`config.mk`:
```
export PLATFORM = sky130hd
export DESIGN_NAME = seq_mult_param
export DESIGN_NICKNAME = d
export VERILOG_FILES = /design/src/rtl/seq_mult_param.sv
export SDC_FILE = /design/constraint.sdc
export NUM_CORES = 1
export LEC_CHECK = 0
export ABC_AREA = 1
export CORE_MARGIN = 1.5
export CORE_UTILIZATION = 45
export DETAILED_ROUTE_END_ITERATION = 8
export PLACE_DENSITY = 0.66
export RECOVER_POWER = 50
export SKIP_CTS_REPAIR_TIMING = 1
export SLEW_MARGIN = 25
export SYNTH_ARGS = -nofsm -noshare
export SYNTH_HDL_FRONTEND = slang
export SYNTH_SLANG_ARGS = --single-unit
```
`constraint.sdc`:
```
create_clock -name clk -period 2.36 [get_ports clk]
set_input_delay 0.708 -clock clk [delete_from_list [all_inputs] [get_ports clk]]
set_output_delay 0.708 -clock clk [all_outputs]
set_load 0.01 [all_outputs]
```
`src/rtl/seq_mult_param.sv`:
```
// seq_mult_param: sequential shift-and-add multiplier.
// It multiplies two WIDTH-bit operands, either unsigned or two's complement.
// Latency is fixed at WIDTH+1 cycles from the accepting edge to the done pulse.
// Signed operands are reduced to unsigned magnitudes plus a sign bit.
// The unsigned product is negated in the FINISH state when the result is negative.
// WIDTH is intended to lie in the range 2..32.
module seq_mult_param #(
  parameter int WIDTH = 8
) (
  input  logic                 clk,
  input  logic                 rst_n,
  input  logic [WIDTH-1:0]     multiplicand,
  input  logic [WIDTH-1:0]     multiplier,
  input  logic                 signed_mode,
  input  logic                 start,
  output logic                 busy,
  output logic                 done,
  output logic [2*WIDTH-1:0]   product
);

  // The counter must be able to hold the value WIDTH itself.
  localparam int CW = $clog2(WIDTH + 1);
  localparam logic [WIDTH-1:0]   P_ONE_W  = {{(WIDTH-1){1'b0}}, 1'b1};
  localparam logic [2*WIDTH-1:0] P_ONE_2W = {{(2*WIDTH-1){1'b0}}, 1'b1};
  localparam logic [CW-1:0]      P_CNT_W  = CW'(WIDTH);
  localparam logic [CW-1:0]      P_CNT_1  = {{(CW-1){1'b0}}, 1'b1};

  typedef enum logic [1:0] {
    S_IDLE   = 2'd0,
    S_CALC   = 2'd1,
    S_FINISH = 2'd2
  } state_t;

  state_t               r_state;
  logic [CW-1:0]        r_count;
  logic [2*WIDTH-1:0]   r_acc;
  logic [WIDTH-1:0]     r_mcand;
  logic [WIDTH-1:0]     r_mplier;
  logic                 r_neg;
  logic [2*WIDTH-1:0]   r_product;
  logic                 r_done;

  state_t               w_state_next;
  logic [CW-1:0]        w_count_next;
  logic [2*WIDTH-1:0]   w_acc_next;
  logic [WIDTH-1:0]     w_mcand_next;
  logic [WIDTH-1:0]     w_mplier_next;
  logic                 w_neg_next;
  logic [2*WIDTH-1:0]   w_product_next;
  logic                 w_done_next;

  logic                 w_a_neg;
  logic                 w_b_neg;
  logic [WIDTH-1:0]     w_a_mag;
  logic [WIDTH-1:0]     w_b_mag;
  logic                 w_any_zero;
  logic                 w_res_neg;
  logic [WIDTH-1:0]     w_addend;
  logic [WIDTH:0]       w_sum;
  logic [2*WIDTH-1:0]   w_step_acc;

  // Operand magnitudes and result sign, taken from the live inputs at the accepting edge.
  // The magnitude of -2^(WIDTH-1) is 2^(WIDTH-1).
  // That value still fits in WIDTH unsigned bits, so no extra width is needed.
  always_comb begin
    w_a_neg    = signed_mode & multiplicand[WIDTH-1];
    w_b_neg    = signed_mode & multiplier[WIDTH-1];
    w_a_mag    = w_a_neg ? (~multiplicand + P_ONE_W) : multiplicand;
    w_b_mag    = w_b_neg ? (~multiplier + P_ONE_W) : multiplier;
    w_any_zero = (multiplicand == '0) || (multiplier == '0);
    w_res_neg  = (w_a_neg ^ w_b_neg) & ~w_any_zero;
  end

  // One shift-and-add step.
  // The sum is added into the upper half and carries one extra bit.
  // Shifting {carry, acc} right by one keeps the full product exact after WIDTH steps.
  always_comb begin
    w_addend   = r_mplier[0] ? r_mcand : '0;
    w_sum      = {1'b0, r_acc[2*WIDTH-1:WIDTH]} + {1'b0, w_addend};
    w_step_acc = {w_sum, r_acc[WIDTH-1:1]};
  end

  // Next-state and datapath logic; every register holds its value unless the current state updates it.
  always_comb begin
    w_state_next   = r_state;
    w_count_next   = r_count;
    w_acc_next     = r_acc;
    w_mcand_next   = r_mcand;
    w_mplier_next  = r_mplier;
    w_neg_next     = r_neg;
    w_product_next = r_product;
    w_done_next    = 1'b0;
    case (r_state)
      S_IDLE: begin
        if (start) begin
          w_mcand_next  = w_a_mag;
          w_mplier_next = w_b_mag;
          w_neg_next    = w_res_neg;
          w_count_next  = P_CNT_W;
          w_acc_next    = '0;
          w_state_next  = S_CALC;
        end
      end
      S_CALC: begin
        w_acc_next    = w_step_acc;
        w_mplier_next = {1'b0, r_mplier[WIDTH-1:1]};
        w_count_next  = r_count - P_CNT_1;
        if (r_count == P_CNT_1) begin
          w_state_next = S_FINISH;
        end
      end
      S_FINISH: begin
        w_product_next = r_neg ? (~r_acc + P_ONE_2W) : r_acc;
        w_done_next    = 1'b1;
        w_state_next   = S_IDLE;
      end
      default: begin
        w_state_next = S_IDLE;
      end
    endcase
  end

  // State and datapath registers.
  // An asynchronous reset aborts any operation in flight without producing a done pulse.
  always_ff @(posedge clk or negedge rst_n) begin
    if (!rst_n) begin
      r_state   <= S_IDLE;
      r_count   <= '0;
      r_acc     <= '0;
      r_mcand   <= '0;
      r_mplier  <= '0;
      r_neg     <= 1'b0;
      r_product <= '0;
      r_done    <= 1'b0;
    end else begin
      r_state   <= w_state_next;
      r_count   <= w_count_next;
      r_acc     <= w_acc_next;
      r_mcand   <= w_mcand_next;
      r_mplier  <= w_mplier_next;
      r_neg     <= w_neg_next;
      r_product <= w_product_next;
      r_done    <= w_done_next;
    end
  end

  assign busy    = (r_state != S_IDLE);
  assign done    = r_done;
  assign product = r_product;

endmodule

```
==> results.yml <==
synthesis:
  ys_seq_elements: 56
  synth_area_per_cell_um2: 7.57
  synthesized_netlist_cell_count: 433
  multiplexer_area_fraction_after_synthesis_pct: 0
  synth.area.top_cells: "sky130_fd_sc_hd__dfrtp_1 43%, sky130_fd_sc_hd__nand2_1 15%, sky130_fd_sc_hd__nand3_1 6.6%, sky130_fd_sc_hd__inv_1 5.8%, sky130_fd_sc_hd__ha_1 5.0%"
  post_synth_fa_ha_maj_area_fraction_pct: 5.57
  post-synth-top-count-cell: "sky130_fd_sc_hd__nand2_1"
  area_of_the_mapped_netlist_um2: 3280
  post-synth-top-area-fraction_pct: 42.7
  netlist_top_cells_count: "135 x sky130_fd_sc_hd__nand2_1, 56 x sky130_fd_sc_hd__dfrtp_1, 51 x sky130_fd_sc_hd__inv_1"
  unique_masters_post_synth: 31
  yosysWarnings: 0
  synth_simple_gate_area_share_pct: 28.1
  fraction_of_the_mapped_netlist_area_in_compound_gates_pct: 11.6
  synth_area_leader_cell: "sky130_fd_sc_hd__dfrtp_1"
  largest_family_of_logic_cells_by_synthesized_area: "simple AND/OR/NAND/NOR gates"
  postSynth.asyncResetShare_pct: 100
  synth_ff_type: "sky130_fd_sc_hd__dfrtp_1"
  number_of_enable_flip_flop_cells_after_synthesis: 0
  synth_seq_area_share_pct: 42.7
  yosys.area_share.xor_xnor_pct: 2.94
  postSynthNetCount: 467
cells_and_area:
  postLayoutCoreUtil_pct: 55.0
  n_antenna_cell: 0
  ratio_of_cells_with_drive_above_1_in_the_final_layout_pct: 5.12
  fillerInstances: 713
  layout.area.seq_um2: 1400
  design.final.nets: 502
  synthToLayoutAreaGrowth_pct: 15.8
  multiInputGateArea_um2: 1580
power_and_ir_drop:
  switching_share_pct: 43.7
  powerDensity_nw_per_um2: 1200
  power.combinational.fraction_pct: 50.4
  internal_power_uw: 2560
  seq_power_share_pct: 37.6
  static-leakage-power_uw: 0.00193
  total_switching_power_uw: 1990
  power.ir.vdd_worst_v: 0.000378
  clockPowerShare_pct: 12.0
detailed_routing:
  num_vias: 2755
  post_drt_via_cell_ratio: 4.88
  drt_drc_violations_left: 0
  drt_wl_total_um: 6450
  drt-initial-drc-count: 162
  final_antenna_net_count: 0
  wl_per_cell_um: 11.4
  detail_route.first_pass.iterations: 5
sta:
  timing.max_slew.rel_slack_pct: 11.9
  setup_ws_ns: 0.317
  worst-slew-pin-transition_ns: 1.32
  finalCritPeriodShare_pct: 86.6
  hold-worst-slack_ns: 0.481
  setup_total_negative_slack_ns: 0
  setup_viol: 0
  setup_repair_after_global_routing_missed_its_margin: "no"
  final_count_of_hold_timing_violations: 0
  max_freq_mhz: 489
  final-max-slew-violation-count: 0
  finalClockSkew_ns: 0.00867
  finalCriticalPeriod_ns: 2.04
grt:
  grt_pass1_wl_um: 11100
  antenna_found_initial: 0
  global_route.usage.total_pct: 18.1
  global_route.overflow_total: 0
  first_global_vias: 2570
  grt_max_degree: 57
clocking:
  cts_tree: "built"
  max-clock-path-buffers: 2
  cts_sinks: 56
  insertion_delay_to_the_later_sink_of_the_worst_skew_pair_ns: 0.31
  number_of_h_tree_levels: 2
  numCtsBuffers: 5
  clkTransAtPathRegs_ns: 0.09
  cts-root-buf: "sky130_fd_sc_hd__clkbuf_8"
placed_design:
  io_buffer_count: 37
  preCtsSetupSlack_ns: 0.315
  dp_hpwl_um: 4850
  gp_routability_congestion: 0.866
worst_setup_path:
  worstReg2RegEnd: "r_acc[13]$_DFFE_PN0P_"
  cp_slowest_cell: "sky130_fd_sc_hd__clkdlybuf4s50_1"
  arrival_ns: 1.33
  ff2ff_setup_slack_ns: 0.47
  critical_path_class: "flop to primary output"
  endpoint_kind: "primary output"
  cpPeakStageDelay_ns: 0.52
  reg2reg_depth: 10
  worst_ep_required_time_ns: 1.65
  timing.critical_path.from_type: "flop"
  path_cells: "inv_2 > nand2_1 > clkdlybuf4s50_1"
  launching_point_of_the_worst_reg2reg_path: "r_mplier[0]$_DFFE_PN0P_"
  critical_path.max_fanout: 3
worst_hold_path:
  timing.hold.worst_path_depth: 1
  holdCritStartpoint: "r_count[3]$_DFFE_PN0P_"
  holdCritPathClass: "flop to flop"
  worst_hold_path.endpoint: "r_count[3]$_DFFE_PN0P_"
die:
  core-area_um2: 6910
  row_count: 30
  fp.dieArea_um2: 7810
  io_pins: 38
  chipWidth_um: 88.4
  die_h_um: 88.4
  initial_utilization_pct: 47.5
flow_run:
  max-cap-violations: 0
run_status:
  outcome: "finished, final reports clean"
==> cell usage in the layout, fill, tap and decap left out, drive strengths merged <==
master / instances
nand3: 44
nor2: 28
xor2: 10
xnor2: 1
clkdlybuf4s50: 36
a31oi: 4
o22ai: 9
o21ai: 33
o211ai: 2
a22oi: 4
a21oi: 12
or2: 1
buf: 2
nand2: 137
ha: 13
dfrtp: 56
o21a: 1
fa: 1
nand4: 5
inv: 58
nor3: 2
clkinvlp: 1
clkbuf: 9
==> power by group through the flow <==
stage / Combinational [µW] / Clock (µW) / Sequential [µW]
2_1_floorplan: 1780 / 0 / 1650
3_3_place_gp: 2260 / 0 / 1720
3_5_place_dp: 2320 / 0 / 1730
4_1_cts: 2330 / 557 / 1710
5_1_grt: 2660 / 594 / 1780
6_report: 2290 / 544 / 1710
==> worst max-delay path by stage <==
stage                            start                endpoint  slack, ns  depth (start not counted)
6_report        r_state[0]$_DFFE_PN0P_                    busy       0.32                          3
5_1_grt         r_state[0]$_DFFE_PN0P_                    busy       0.23                          3
4_1_cts         r_state[0]$_DFFE_PN0P_                    busy       0.28                          3
3_5_place_dp                     start    r_acc[3]$_DFFE_PN0P_       0.31                          6
3_3_place_gp           multiplicand[0]  r_mcand[4]$_DFFE_PN0P_       0.35                          7
2_1_floorplan  r_mplier[0]$_DFFE_PN0P_   r_acc[13]$_DFFE_PN0P_       0.61                         11
==> layer usage <==
metal	wire (µm)	GRT usage (%)	share of wire [%]	vias to the layer above
met5	0	0	0	-
li1	-	-	-	1464
met2	3050	32.2	47	54
met1	3100	23.2	48	1232
met3	242	3.08	3.8	5
met4	57	3.84	0.88	0
==> critical path: cells and delay by family (launching register included) <==
family | cells | cell delay [ns]
buffers and inverters | 2 | 0.58
AND/OR/NAND/NOR | 1 | 0.06
flip-flops | 1 | 0.39
==> through the flow <==
step / power (µW) / std cells / cell area [µm²]
after floorplan: 3430 / 433 / 3280
after global placement: 3970 / 557 / 3720
after detailed placement: 4050 / 557 / 3720
after CTS: 4600 / 565 / 3820
after global routing: 5030 / 565 / 3800
final: 4550 / 565 / 3800
==> sequential cells by signal (all words and copies together), names as in the netlist <==
signal / cells
r_count: 4
product: 16
r_mplier: 8
done: 1
r_mcand: 8
r_acc: 16
r_neg: 1
r_state: 2
==> logic make-up after synthesis <==
group                      after synthesis
xor gates and xnor gates                11
and+or+nand+nor                        217
buffers and inverters                   70
AOI/OAI and AO/OA                       65
adders and majority gates               14
DFF                                     56
==> area by class of cell <==
type                    count  share of cell area (%)
clock buffers               7                    2.27
clock inverters             1                   0.198
inverters                  58                    5.87
multi-input cells         307                    41.5
flip-flops and latches     56                    36.9
well taps                  96                    3.16
repair buffers             40                    10.1
No activity file was read; power rests on OpenSTA's default activity.
